--- config.mk ---
export PLATFORM = sky130hd
export DESIGN_NAME = obstacle_sequencer
export DESIGN_NICKNAME = d
export VERILOG_FILES = /design/src/rtl/obstacle_pkg.sv /design/src/rtl/obstacle_row_fifo.sv /design/src/rtl/obstacle_sequencer.sv
export SDC_FILE = /design/constraint.sdc
export NUM_CORES = 1
export LEC_CHECK = 0
export BUFFER_PORTS_ARGS = -buffer_cell sky130_fd_sc_hd__buf_4
export CAP_MARGIN = 30
export CORE_AREA = 2 2 191 193
export DETAILED_ROUTE_END_ITERATION = 12
export DIE_AREA = 0 0 193 195
export GPL_ROUTABILITY_DRIVEN = 0
export GPL_TIMING_DRIVEN = 0
export PLACE_DENSITY = 0.8
export SETUP_SLACK_MARGIN = 0.02
export SLEW_MARGIN = 20
export SYNTH_ARGS = -nofsm -noshare
export SYNTH_HDL_FRONTEND = slang
export SYNTH_HIERARCHICAL = 1
export SYNTH_SLANG_ARGS = --single-unit
--- constraint.sdc ---
create_clock -name clk -period 6.79 [get_ports clk]
set_input_delay 1.358 -clock clk [delete_from_list [all_inputs] [get_ports clk]]
set_output_delay 1.358 -clock clk [all_outputs]
set_load 0.02 [all_outputs]
--- src/rtl/obstacle_pkg.sv ---
// obstacle_pkg: shared types for the obstacle track sequencer.
// Word layout, obstacle kinds, lane count, FSM states and the
// OBSTACLE_SEQ_SKIP_EMPTY_EN build switch (skip OBS_NONE slots).
package obstacle_pkg;

    localparam int OBS_LANES = 3;
    localparam int OBS_W     = 16;

`ifdef OBSTACLE_SEQ_SKIP_EMPTY_EN
    localparam bit OBS_SKIP_EMPTY = 1'b1;
`else
    localparam bit OBS_SKIP_EMPTY = 1'b0;
`endif

    typedef enum logic [2:0] {
        OBS_NONE    = 3'd0,
        OBS_BARRIER = 3'd1,
        OBS_TRAIN   = 3'd2,
        OBS_RAMP    = 3'd3
    } obs_kind_e;

    typedef struct packed {
        obs_kind_e   kind;
        logic [4:0]  height;
        logic [7:0]  rsvd;
    } obs_word_t;

    typedef enum logic [1:0] {
        ST_IDLE,
        ST_ADVANCE,
        ST_STREAM,
        ST_DONE
    } seq_state_e;

    // A slot is presented unless empty-skipping is built in and it is empty.
    function automatic logic obs_present(input obs_word_t w);
        return !OBS_SKIP_EMPTY || (w.kind != OBS_NONE);
    endfunction

endpackage

--- src/rtl/obstacle_row_fifo.sv ---
// obstacle_row_fifo: ring buffer of obstacle rows with push/pop and two
// random read ports indexed relative to the head (0 = front row).
// Ports: clk, rst, push/push_data, pop, rd_idx_a/rd_data_a,
// rd_idx_b/rd_data_b, count (rows held). Caller never overflows/underflows.
module obstacle_row_fifo
    import obstacle_pkg::*;
#(
    parameter int ROWS = 8,
    parameter int W    = OBS_W * OBS_LANES
) (
    input  logic                    clk,
    input  logic                    rst,
    input  logic                    push,
    input  logic [W-1:0]            push_data,
    input  logic                    pop,
    input  logic [$clog2(ROWS)-1:0] rd_idx_a,
    output logic [W-1:0]            rd_data_a,
    input  logic [$clog2(ROWS)-1:0] rd_idx_b,
    output logic [W-1:0]            rd_data_b,
    output logic [$clog2(ROWS):0]   count
);

    localparam int AW = $clog2(ROWS);
    localparam int CW = AW + 1;

    logic [W-1:0]  mem [ROWS];
    logic [AW-1:0] head;
    logic [AW-1:0] tail;
    logic [AW-1:0] addr_a;
    logic [AW-1:0] addr_b;

    // Pointers wrap for free since ROWS is a power of two.
    assign addr_a    = head + rd_idx_a;
    assign addr_b    = head + rd_idx_b;
    assign rd_data_a = mem[addr_a];
    assign rd_data_b = mem[addr_b];

    always_ff @(posedge clk) begin
        if (push) begin
            mem[tail] <= push_data;
        end
    end

    always_ff @(posedge clk) begin
        if (rst) begin
            head  <= '0;
            tail  <= '0;
            count <= '0;
        end else begin
            if (push) tail <= tail + AW'(1);
            if (pop)  head <= head + AW'(1);
            count <= count + CW'(push) - CW'(pop);
        end
    end

endmodule

--- src/rtl/obstacle_sequencer.sv ---
// obstacle_sequencer: per-frame scroll advance, front-row retire and
// obstacle word streaming. OBSTACLE_SEQ_SKIP_EMPTY_EN hides OBS_NONE slots.
// Ports: clk, rst, new_frame, scroll_step, pause, in_row/in_valid/in_ready,
// obs_word/lane/row_idx/first_row/valid/ready, row_progress, count,
// frame_done, underflow, overrun.
module obstacle_sequencer
    import obstacle_pkg::*;
#(
    parameter int ROWS         = 8,
    parameter int BLOCK_LENGTH = 64,
    parameter int LANES        = OBS_LANES
) (
    input  logic                     clk,
    input  logic                     rst,
    input  logic                     new_frame,
    input  logic [7:0]               scroll_step,
    input  logic                     pause,
    input  logic [OBS_W*LANES-1:0]   in_row,
    input  logic                     in_valid,
    output logic                     in_ready,
    output logic [15:0]              obs_word,
    output logic [1:0]               obs_lane,
    output logic [$clog2(ROWS)-1:0]  obs_row_idx,
    output logic                     obs_first_row,
    output logic                     obs_valid,
    input  logic                     obs_ready,
    output logic [15:0]              row_progress,
    output logic [$clog2(ROWS):0]    count,
    output logic                     frame_done,
    output logic                     underflow,
    output logic                     overrun
);

    localparam int          AW        = $clog2(ROWS);
    localparam int          CW        = AW + 1;
    localparam int          RW        = OBS_W * LANES;
    localparam logic [1:0]  LAST_LANE = 2'(LANES - 1);
    localparam logic [16:0] BL17      = 17'(BLOCK_LENGTH);

    seq_state_e    state_q, state_d;
    logic [AW-1:0] row_q, row_d;
    logic [1:0]    lane_q, lane_d;
    logic          valid_q, valid_d;
    logic [CW-1:0] rows_q, rows_d;
    logic [15:0]   prog_q, prog_d;
    logic [7:0]    step_q, step_d;
    logic          unf_q, unf_d;
    logic          ovr_q, ovr_d;

    logic          push;
    logic          pop;
    logic          roll;
    logic [CW-1:0] fifo_count;
    logic [CW-1:0] rows_next;
    logic [RW-1:0] cur_row;
    logic [RW-1:0] tgt_row;
    logic [AW-1:0] tgt_idx;
    logic [1:0]    tgt_lane;
    logic          tgt_is_new;
    obs_word_t     tgt_word;
    logic [16:0]   sum;
    logic [16:0]   excess;
    logic          last_slot;

    assign in_ready = (fifo_count < CW'(ROWS)) && !rst;
    assign push     = in_valid && in_ready;

    obstacle_row_fifo #(
        .ROWS (ROWS),
        .W    (RW)
    ) u_fifo (
        .clk       (clk),
        .rst       (rst),
        .push      (push),
        .push_data (in_row),
        .pop       (pop),
        .rd_idx_a  (row_q),
        .rd_data_a (cur_row),
        .rd_idx_b  (tgt_idx),
        .rd_data_b (tgt_row),
        .count     (fifo_count)
    );

    assign sum       = {1'b0, prog_q} + 17'(step_q);
    assign excess    = sum - BL17;
    assign roll      = (state_q == ST_ADVANCE) && !pause && (sum >= BL17);
    assign pop       = roll && (fifo_count != '0);
    assign rows_next = fifo_count + CW'(push) - CW'(pop);
    assign last_slot = ({1'b0, row_q} == rows_q - CW'(1))
                    && (lane_q == LAST_LANE);

    // Next slot to look at. During ADVANCE the head has not moved yet,
    // so the new front row sits one slot further in when popping.
    always_comb begin
        tgt_idx  = row_q;
        tgt_lane = lane_q + 2'd1;
        if (state_q == ST_ADVANCE) begin
            tgt_idx  = AW'(pop);
            tgt_lane = 2'd0;
        end else if (lane_q == LAST_LANE) begin
            tgt_idx  = row_q + AW'(1);
            tgt_lane = 2'd0;
        end
    end

    // A row pushed during ADVANCE is not in memory yet; look at it directly.
    assign tgt_is_new = (state_q == ST_ADVANCE) && push
                     && ({1'b0, tgt_idx} == fifo_count);
    assign tgt_word   = tgt_is_new ? obs_word_t'(in_row[{tgt_lane, 4'd0} +: 16])
                                   : obs_word_t'(tgt_row[{tgt_lane, 4'd0} +: 16]);

    always_comb begin
        state_d = state_q;
        row_d   = row_q;
        lane_d  = lane_q;
        valid_d = valid_q;
        rows_d  = rows_q;
        prog_d  = prog_q;
        step_d  = step_q;
        unf_d   = unf_q;
        ovr_d   = ovr_q | (new_frame && (state_q != ST_IDLE));
        unique case (state_q)
            ST_IDLE: begin
                if (new_frame) begin
                    state_d = ST_ADVANCE;
                    step_d  = scroll_step;
                end
            end
            ST_ADVANCE: begin
                if (roll) begin
                    // One retire per frame; leftover scroll saturates.
                    prog_d = (excess >= BL17) ? 16'(BLOCK_LENGTH - 1)
                                              : excess[15:0];
                    if (fifo_count == '0) unf_d = 1'b1;
                end else if (!pause) begin
                    prog_d = sum[15:0];
                end
                rows_d = rows_next;
                row_d  = '0;
                lane_d = 2'd0;
                if (rows_next == '0) begin
                    state_d = ST_DONE;
                    valid_d = 1'b0;
                end else begin
                    state_d = ST_STREAM;
                    valid_d = obs_present(tgt_word);
                end
            end
            ST_STREAM: begin
                // Move on after a handshake, or every cycle while skipping.
                if (!valid_q || obs_ready) begin
                    if (last_slot) begin
                        state_d = ST_DONE;
                        valid_d = 1'b0;
                    end else begin
                        row_d   = tgt_idx;
                        lane_d  = tgt_lane;
                        valid_d = obs_present(tgt_word);
                    end
                end
            end
            ST_DONE: begin
                state_d = ST_IDLE;
            end
            default: begin
                state_d = ST_IDLE;
            end
        endcase
    end

    always_ff @(posedge clk) begin
        if (rst) begin
            state_q <= ST_IDLE;
            row_q   <= '0;
            lane_q  <= 2'd0;
            valid_q <= 1'b0;
            rows_q  <= '0;
            prog_q  <= '0;
            step_q  <= '0;
            unf_q   <= 1'b0;
            ovr_q   <= 1'b0;
        end else begin
            state_q <= state_d;
            row_q   <= row_d;
            lane_q  <= lane_d;
            valid_q <= valid_d;
            rows_q  <= rows_d;
            prog_q  <= prog_d;
            step_q  <= step_d;
            unf_q   <= unf_d;
            ovr_q   <= ovr_d;
        end
    end

    assign obs_valid     = valid_q;
    assign obs_word      = valid_q ? cur_row[{lane_q, 4'd0} +: 16] : 16'd0;
    assign obs_lane      = lane_q;
    assign obs_row_idx   = row_q;
    assign obs_first_row = valid_q && (row_q == '0);
    assign row_progress  = prog_q;
    assign count         = fifo_count;
    assign frame_done    = (state_q == ST_DONE);
    assign underflow     = unf_q;
    assign overrun       = ovr_q;

endmodule

; After elaboration in Yosys (flattened, before gate mapping)
; Memories as Yosys holds them, arrays and structs flattened.
; Index checks and enable logic that the tools add are counted.
[word_totals]
elab_cells = 88
register_bits = 48
mem_bits_rw = 384
mem_count = 1
[memory_table]
columns = memory, depth, word_bits, rd, rd_clocked_by_memory_dff, write_ports, line
row1 = u_fifo.mem, 8, 48, 1, 0, 1, obstacle_row_fifo.sv:26  ; logic [W-1:0] mem [ROWS];
[op_classes]
add_sub_neg = 10
n_reduce_logical = 26
n_eq_ne = 11
bitwise = 1
n_lt_le_gt_ge = 3
mux = 23
shifts = 1
[op_table]
columns = cell, count
row1 = two-way mux 16 bit, 4
row2 = indexed part select 48 x 7 -> 16 bit, 1
row3 = >= comparator 17 x 7 -> 1 bit (second input constant), 2
row4 = adder 16 x 8 -> 17 bit, 1
row5 = subtractor 17 x 7 -> 17 bit (second input constant), 1
row6 = two-way mux 2 bit, 6
row7 = inequality test 2 bit (second input constant), 5
row8 = adder 3 x 1 -> 3 bit (second input constant), 3
row9 = two-way mux 3 bit, 3
row10 = AND reduction 3 bit, 3
row11 = logical AND 1 bit, 8
row12 = logical NOT 4 bit, 2
row13 = case mux 2 bit (4 select lines), 1
row14 = == test 2 bit (second input constant), 3
row15 = two-way mux 1 bit, 6
row16 = case mux 3 bit (2 select lines), 1
row17 = AND reduction 2 bit, 3
row18 = adder 4 x 1 -> 4 bit, 1
row19 = == test 3 x 4 -> 1 bit, 1
row20 = < comparator 4 bit (second input constant), 1
row21 = case mux 2 bit (2 select lines), 1
row22 = AND reduction 4 bit, 1
row23 = nonzero test 2 bit, 2
row24 = nonzero test 4 bit, 1
row25 = other kinds (12), 14

; Logic depth before layout (Yosys ltp)
; Gate-level depths: netlist of the first run.
[logic_depth]
word_depth = 8
depth_mapped = 19
mapped_depth_nobuf = 19

; Modules after synthesis
; Netlist of the first run, hierarchy kept.
[by_module_without_submodules]
columns = module, n_inst, area_each_um2, seq_area_each_um2, cells_per_inst
row1 = obstacle_row_fifo, 1, 18421.4, 11731.3, 799
row2 = obstacle_sequencer, 1, 3369.5, 760.7, 425

; Least setup slack after synthesis of the first run
; Ideal clock, no wire load.
[synth_timing]
path_type = input to register
from = in rst
to = mem u_fifo/mem[0][0] (netlist bit), enable pin
setup_ps = 513
t_arrival_ps = 5591
required_ps = 6277
path_buffers = 1
setup_slack_ps = 686
cell_stages = 5
cell_sequence = clkbuf_1 > nor2_1 > and2_1 > nand2b_1 > nor3_1
[synth_between]
elab_chain_len = 5
[synth_rtl]
columns = element, line
row1 = start: declaration, obstacle_sequencer.sv:14  ; input logic rst,
row2 = logical NOT 1 bit, obstacle_sequencer.sv:65  ; assign in_ready = (fifo_count < CW'(ROWS)) && !rst;
row3 = logical AND 1 bit, obstacle_sequencer.sv:65
row4 = via in_ready, obstacle_sequencer.sv:20  ; output logic in_ready,
row5 = logical AND 1 bit, obstacle_sequencer.sv:66  ; assign push = in_valid && in_ready;
row6 = via push, obstacle_sequencer.sv:50  ; logic push;
row7 = two-way mux 1 bit, obstacle_row_fifo.sv:39  ; if (push) begin
row8 = two-way mux 1 bit (not written as such), obstacle_row_fifo.sv:40  ; mem[tail] <= push_data;
row9 = end: declaration, obstacle_row_fifo.sv:26
; The timed path passes the listed nets, and every way through them passes these cells.

; Worst setup path after layout of the first run
[layout_timing]
from = reg row_q[0], in the netlist obs_row_idx[0]
to = out obs_word[12]
[layout_between]
elab_chain_len = 4
[layout_rtl]
columns = element, line
row1 = start: declaration, obstacle_sequencer.sv:41  ; logic [AW-1:0] row_q, row_d;
row2 = start signal: assignment, obstacle_sequencer.sv:184  ; row_q <= row_d;
row3 = adder 3 bit, obstacle_row_fifo.sv:33  ; assign addr_a = head + rd_idx_a;
row4 = memory (8 x 48 bit), --
row5 = via cur_row[28], obstacle_sequencer.sv:55  ; logic [RW-1:0] cur_row;
row6 = indexed part select 48 x 7 -> 16 bit, obstacle_sequencer.sv:196  ; assign obs_word = valid_q ? cur_row[{lane_q, 4'd0} +: 16] : 16'd0;
row7 = two-way mux 16 bit, obstacle_sequencer.sv:196
row8 = end: declaration, obstacle_sequencer.sv:21  ; output logic [15:0] obs_word,
; The timed path passes the listed nets, and every way through them passes these cells.

==> results of run 1 <==
[path summary, 6_finish.rpt]
| path | from | endpoint | slack, ns | cells after the start |
|---|---|---|---|---|
| min reg2reg | underflow$_SDFFE_PP0P_ | underflow$_SDFFE_PP0P_ | 0.45 | 2 |
| max reg2reg | row_progress[0]$_SDFFE_PP0P_ | obs_valid$_SDFFE_PP0P_ | 1.60 | 18 |
| max | obs_row_idx[0]$_SDFFE_PP0P_ | obs_word[12] | 1.15 | 12 |
| min | underflow$_SDFFE_PP0P_ | underflow$_SDFFE_PP0P_ | 0.45 | 2 |
[per-layer routing]
metal	vias to the layer above	GRT usage (%)	share of wire, %
met1	5135	30.3	40
met4	2	5.64	2.2
met2	452	36.8	50
li1	4509	-	-
met3	76	3.56	7.9
met5	-	0	0.032
[metrics by stage]
step | hold WS (ns) | setup WS, ns | std cells | cell area (um^2)
floorplan | 0.440 | 0.686 | 1043 | 18600
global placement | 0.438 | -2.60 | 1612 | 20000
detailed placement | 0.440 | 1.64 | 1639 | 20500
CTS | 0.448 | 1.12 | 1713 | 21800
global route | 0.482 | 0.993 | 1714 | 21800
finish | 0.447 | 1.15 | 1714 | 21800
[layout by cell type, fill, tap and decap left out, types with 27 or more instances in the layout]
cell type  count
and2_1        30
clkbuf_16     43
nor2_1        30
inv_1         27
mux4_2        82
ha_1          29
clkbuf_1      30
nand2_1       45
dfxtp_1       48
mux2_4        40
mux2i_1       28
edfxtp_1     384
buf_4        122
[where the power goes]
part	switching (uW)	internal, uW
Sequential	63.5	2990
Combinational	531	426
Clock	957	1200
[state kept, by name, summed over array words and instances (netlist names)]
| register | count |
|---|---|
| obs_lane | 2 |
| obs_row_idx | 3 |
| obs_valid | 1 |
| overrun | 1 |
| row_progress | 16 |
| rows_q | 4 |
| state_q | 2 |
| step_q | 8 |
| u_fifo/count | 4 |
| u_fifo/head | 3 |
| u_fifo/mem | 384 |
| u_fifo/tail | 3 |
| underflow | 1 |
[cell type report]
cell class	instances	area [um^2]
Fill cell	2467	13600
Clock inverter	25	175
Sequential cell	432	12500
Timing Repair Buffer	136	1270
Inverter	28	105
Multi-Input combinational cell	531	5720
Tap cell	461	577
Clock buffer	49	1100
Buffer	52	330
[worst max-delay path: stages (launching register included)]
cell and delay [ns]:
dfxtp_1 0.50, ha_1 0.20, inv_1 0.05, fa_1 0.48, buf_2 0.20, buf_4 0.24, clkbuf_1 0.64, mux4_2 0.41
mux2_4 0.30, mux2i_1 0.19, o21ai_0 0.15, and2_1 0.22, buf_4 0.16
==> impl_results.md, run 1 <==
* Clk_skew at 0.0147 ns
* Peak supply drop at approximately 270 uV
* Max Cap Violations at 0
* Overall power at 6170 uW
* Post-synth design cell area at 18600 um^2
* Final setup TNS at 0 ns
* Post-layout util at 61.5%
* Tmin final at 5.64 ns
* Sink Count at 432
* Min-Delay Path Class: register to register
* Mapped Avg Cell Area at 17.8 um^2
* Rows at slightly below 70
* Pwr/cell area at 283 nW/um^2
* Global-route wire length before repair at 61.3 mm
* Net Count, Synth at 1138
* Vias/cell at 5.94
* Port Buffer Count at between 100 and 150
* Hold Violations, Final at 0
* Starting Density at 52.5%
* Vias in the first global route at 10325
* Status: complete, no violations
* Critical Path RT at 5.43 ns
* Worst Setup End Kind: output pin
* HPWL after detailed placement at between 20 and 30 mm
* Peak Freq at 0.177 GHz
* RSZ-0062 raised after global routing: false
* First-iteration detailed-routing DRC count at 804
* Worst Path Arrival at 4.28 ns
* Critical path peak fanout at 10
* Max-slew violation count at 0
* Die H at 195 um
* Final setup fails at 0
* Fin crit share at 83.1%
* Hold_buf cts at 0
* Antenna Cells at 0
* Root Driver: clkbuf_16
* Initial DRT Pass Iterations at 5
* Chip width at approximately 190 um
* CTS tree: built
* Worst-Skew Late Latency at 0.55 ns
* Initial antenna violation count at 2
* H-Tree Depth at 2
* Slew headroom at around two fifths
* Clock buffer depth at 3
* Synth Instances at around 1000
* Antenna violation net count after detailed routing at 0
* Routed via count at 10174
* LEAKAGE at 0.00748 uW
* Wire length per cell at 23.6 um
* Largest net degree at the start of global routing at 21
* Clock slew at reported path FFs at 0.06 ns
* DRC at 0
* Core area at roughly 35000 um^2
* Congestion Overflow GR at 0
* Slew at the pin closest to its max-slew limit at 0.887 ns
* Synth warnings at 6
* Worst setup SP type: register
* Number of gates resized after cts at 0
* Number of I/O pins at about 110
* DRT Wirelength at 40.5 mm
* Nets at 1319
* Share of post-route cells with drive strength above 1 at 30.2%
* Gr usage total at 22.0%
* Area delta synth->final at 17.1%
* TritonCTS Buffers at 43
* Post-CTS setup buffer count at 0
* Crit Path Category: register to output pin
* Die area at 37600 um^2
No activity file was read; power rests on OpenSTA's default activity.
==> run 2, diff against run 1 <==
==> constraint.sdc (replaced) <==
create_clock -name clk -period 5.8 [get_ports clk]
set_input_delay 1.16 -clock clk [delete_from_list [all_inputs] [get_ports clk]]
set_output_delay 1.16 -clock clk [all_outputs]
set_load 0.02 [all_outputs]
==> impl_results.md, run 2 (synthesized netlist as in run 1, its figures left out) <==
* Switch Pwr at 1840 uW
* Hold path cells at 2
* Post-route insts no fill at roughly 1700
* Core area at roughly 35000 um^2
* Clock buffer depth at 3
* Clk_skew at 0.0200 ns
* Area delta synth->final at 18.0%
* Worst Path Arrival at 4.28 ns
* Hold_buf cts at 0
* Wire length per cell at ~24 um
* Slew at the pin closest to its max-slew limit at 0.819 ns
* Slew headroom at 44.6%
* Worst setup SP type: register
* Critical Path RT at 4.64 ns
* Reg area at 12500 um^2
* Commonest non-fill, non-tap cell in the layout: edfxtp_1
* Initial DRT Pass Iterations at 5
* Global-route wire length before repair at 62.3 mm
* Vias/cell at between 5 and 6
* Peak supply drop at 264 uV
* DRT Wirelength at between 40 and 50 mm
* Starting Density at 52.5%
* Hold Violations, Final at 0
* DP Cell Count at 1634
* Worst hold slack at 0.453 ns
* Antenna violation net count after detailed routing at 0
* Largest net degree at the start of global routing at 22
* Area of the multi-input gates at 5730 um^2
* H-Tree Depth at 2
* Sink Count at between 400 and 500
* Nets at around 1300
* Congestion Overflow GR at 0
* Fin crit share at between 90% and 100%
* Share of post-route cells with drive strength above 1 at 29.8%
* Internal at around 5700 uW
* Min-Delay Path Class: register to register
* Die H at about 200 um
* Most frequent cells in the layout: edfxtp_1 (384), buf_4 (113), mux4_2 (82)
* Post-layout util at approximately three fifths
* Critical path peak fanout at 10
* Net Sw Frac at 24.3%
* HPWL after detailed placement at 27.0 mm
* LEAKAGE at 0.00753 uW
* Reg with most FFs: u_fifo/mem
* Clock network power share at 37.8%
* Final setup margin at around 0.36 ns
* Die area at 37600 um^2
* Worst-Skew Late Latency at 0.55 ns
* Peak Freq at 0.184 GHz
* CTS tree: built
* RSZ-0062 raised after global routing: false
* Final setup fails at 0
* Worst Setup End Kind: output pin
* Chip width at 193 um
* Tmin final at 5.44 ns
* Max reg flops at 384
* Port Buffer Count at around 110
* Max Cap Violations at 0
* Max-slew violation count at 0
* Number of I/O pins at 109
* DRC at 0
* Post-CTS setup buffer count at 0
* Flop pwr share at 47.3%
* Rows at 69
* Number of gates resized after cts at 0
* Clock slew at reported path FFs at around 0.060 ns
* Status: complete, no violations
* Fill cells at 2440
* Gr usage total at 22.4%
* TritonCTS Buffers at between 40 and 50
* First-iteration detailed-routing DRC count at 904
* Logic pwr share at 15.0%
* Crit Path Category: register to output pin
* Initial antenna violation count at 2
* Reg2reg path depth at 18
* Routed via count at 10252
* Root Driver: clkbuf_16
* Pwr/cell area at 345 nW/um^2
* Post-place setup slack at 0.696 ns
* Vias in the first global route at 10322
## run 2: changes by cell type in the layout (fill, tap and decap cells not counted), moves of 2 or more
| cell | delta |
|---|---|
| buf_8 | +6 |
| clkbuf_1 | +3 |
| nor3_4 | +2 |
| buf_16 | -4 |
| clkinv_2 | -3 |
| bufinv_16 | +7 |
| nor3_2 | -2 |
| buf_12 | +5 |
| buf_4 | -9 |
| buf_6 | -4 |
## run 2: power groups by stage
stage	Sequential (uW)	Combinational [uW]	Clock [uW]
after floorplan	3650	712	0
after global placement	3640	1060	0
after detailed placement	3640	1130	0
after CTS	3580	1130	2910
after global routing	3590	1230	3020
final	3580	1130	2860
## run 2: area by class of cell
class | count | share of cell area [%]
inverter | 28 | 0.479
antenna | 1 | 0.0114
clock inverter | 25 | 1.57
sequential | 432 | 57.0
buffer | 52 | 1.51
multi-input combinational | 531 | 26.1
tap | 461 | 2.63
timing repair buffer | 130 | 5.64
clock buffer | 52 | 5.06
## run 2: routing by layer
layer  track usage (%)  wire length (um)
met3              4.22              3190
met1              30.4             16400
met2              37.7             20900
met4              5.39               923
met5                 0                30
## run 2: through the flow
step,cell area [um^2],total power (uW),TNS [ns]
after floorplan,18600,4360,0
after global placement,20000,4700,-293.14
after detailed placement,20500,4770,0
after CTS,21900,7620,0
after global routing,21900,7830,0
final,21900,7570,0
## run 2: path summary, 6_finish.rpt
check | start | endpoint | slack, ns
worst max-delay path | obs_row_idx[0]$_SDFFE_PP0P_ | obs_word[7] | 0.36
worst min register to register | underflow$_SDFFE_PP0P_ | underflow$_SDFFE_PP0P_ | 0.45
worst min-delay path | underflow$_SDFFE_PP0P_ | underflow$_SDFFE_PP0P_ | 0.45
worst max register to register | row_progress[0]$_SDFFE_PP0P_ | state_q[0]$_SDFFE_PP0P_ | 0.65
## run 2: critical path, stage by stage (launching register included)
cell      delay (ns)
dfxtp_1         0.51
ha_1            0.20
inv_1           0.05
fa_1            0.48
buf_2           0.20
buf_4           0.23
clkbuf_1        0.55
mux4_2          0.41
mux2_4          0.29
mux2i_1         0.29
o21ai_0         0.15
and2_1          0.22
buf_4           0.16
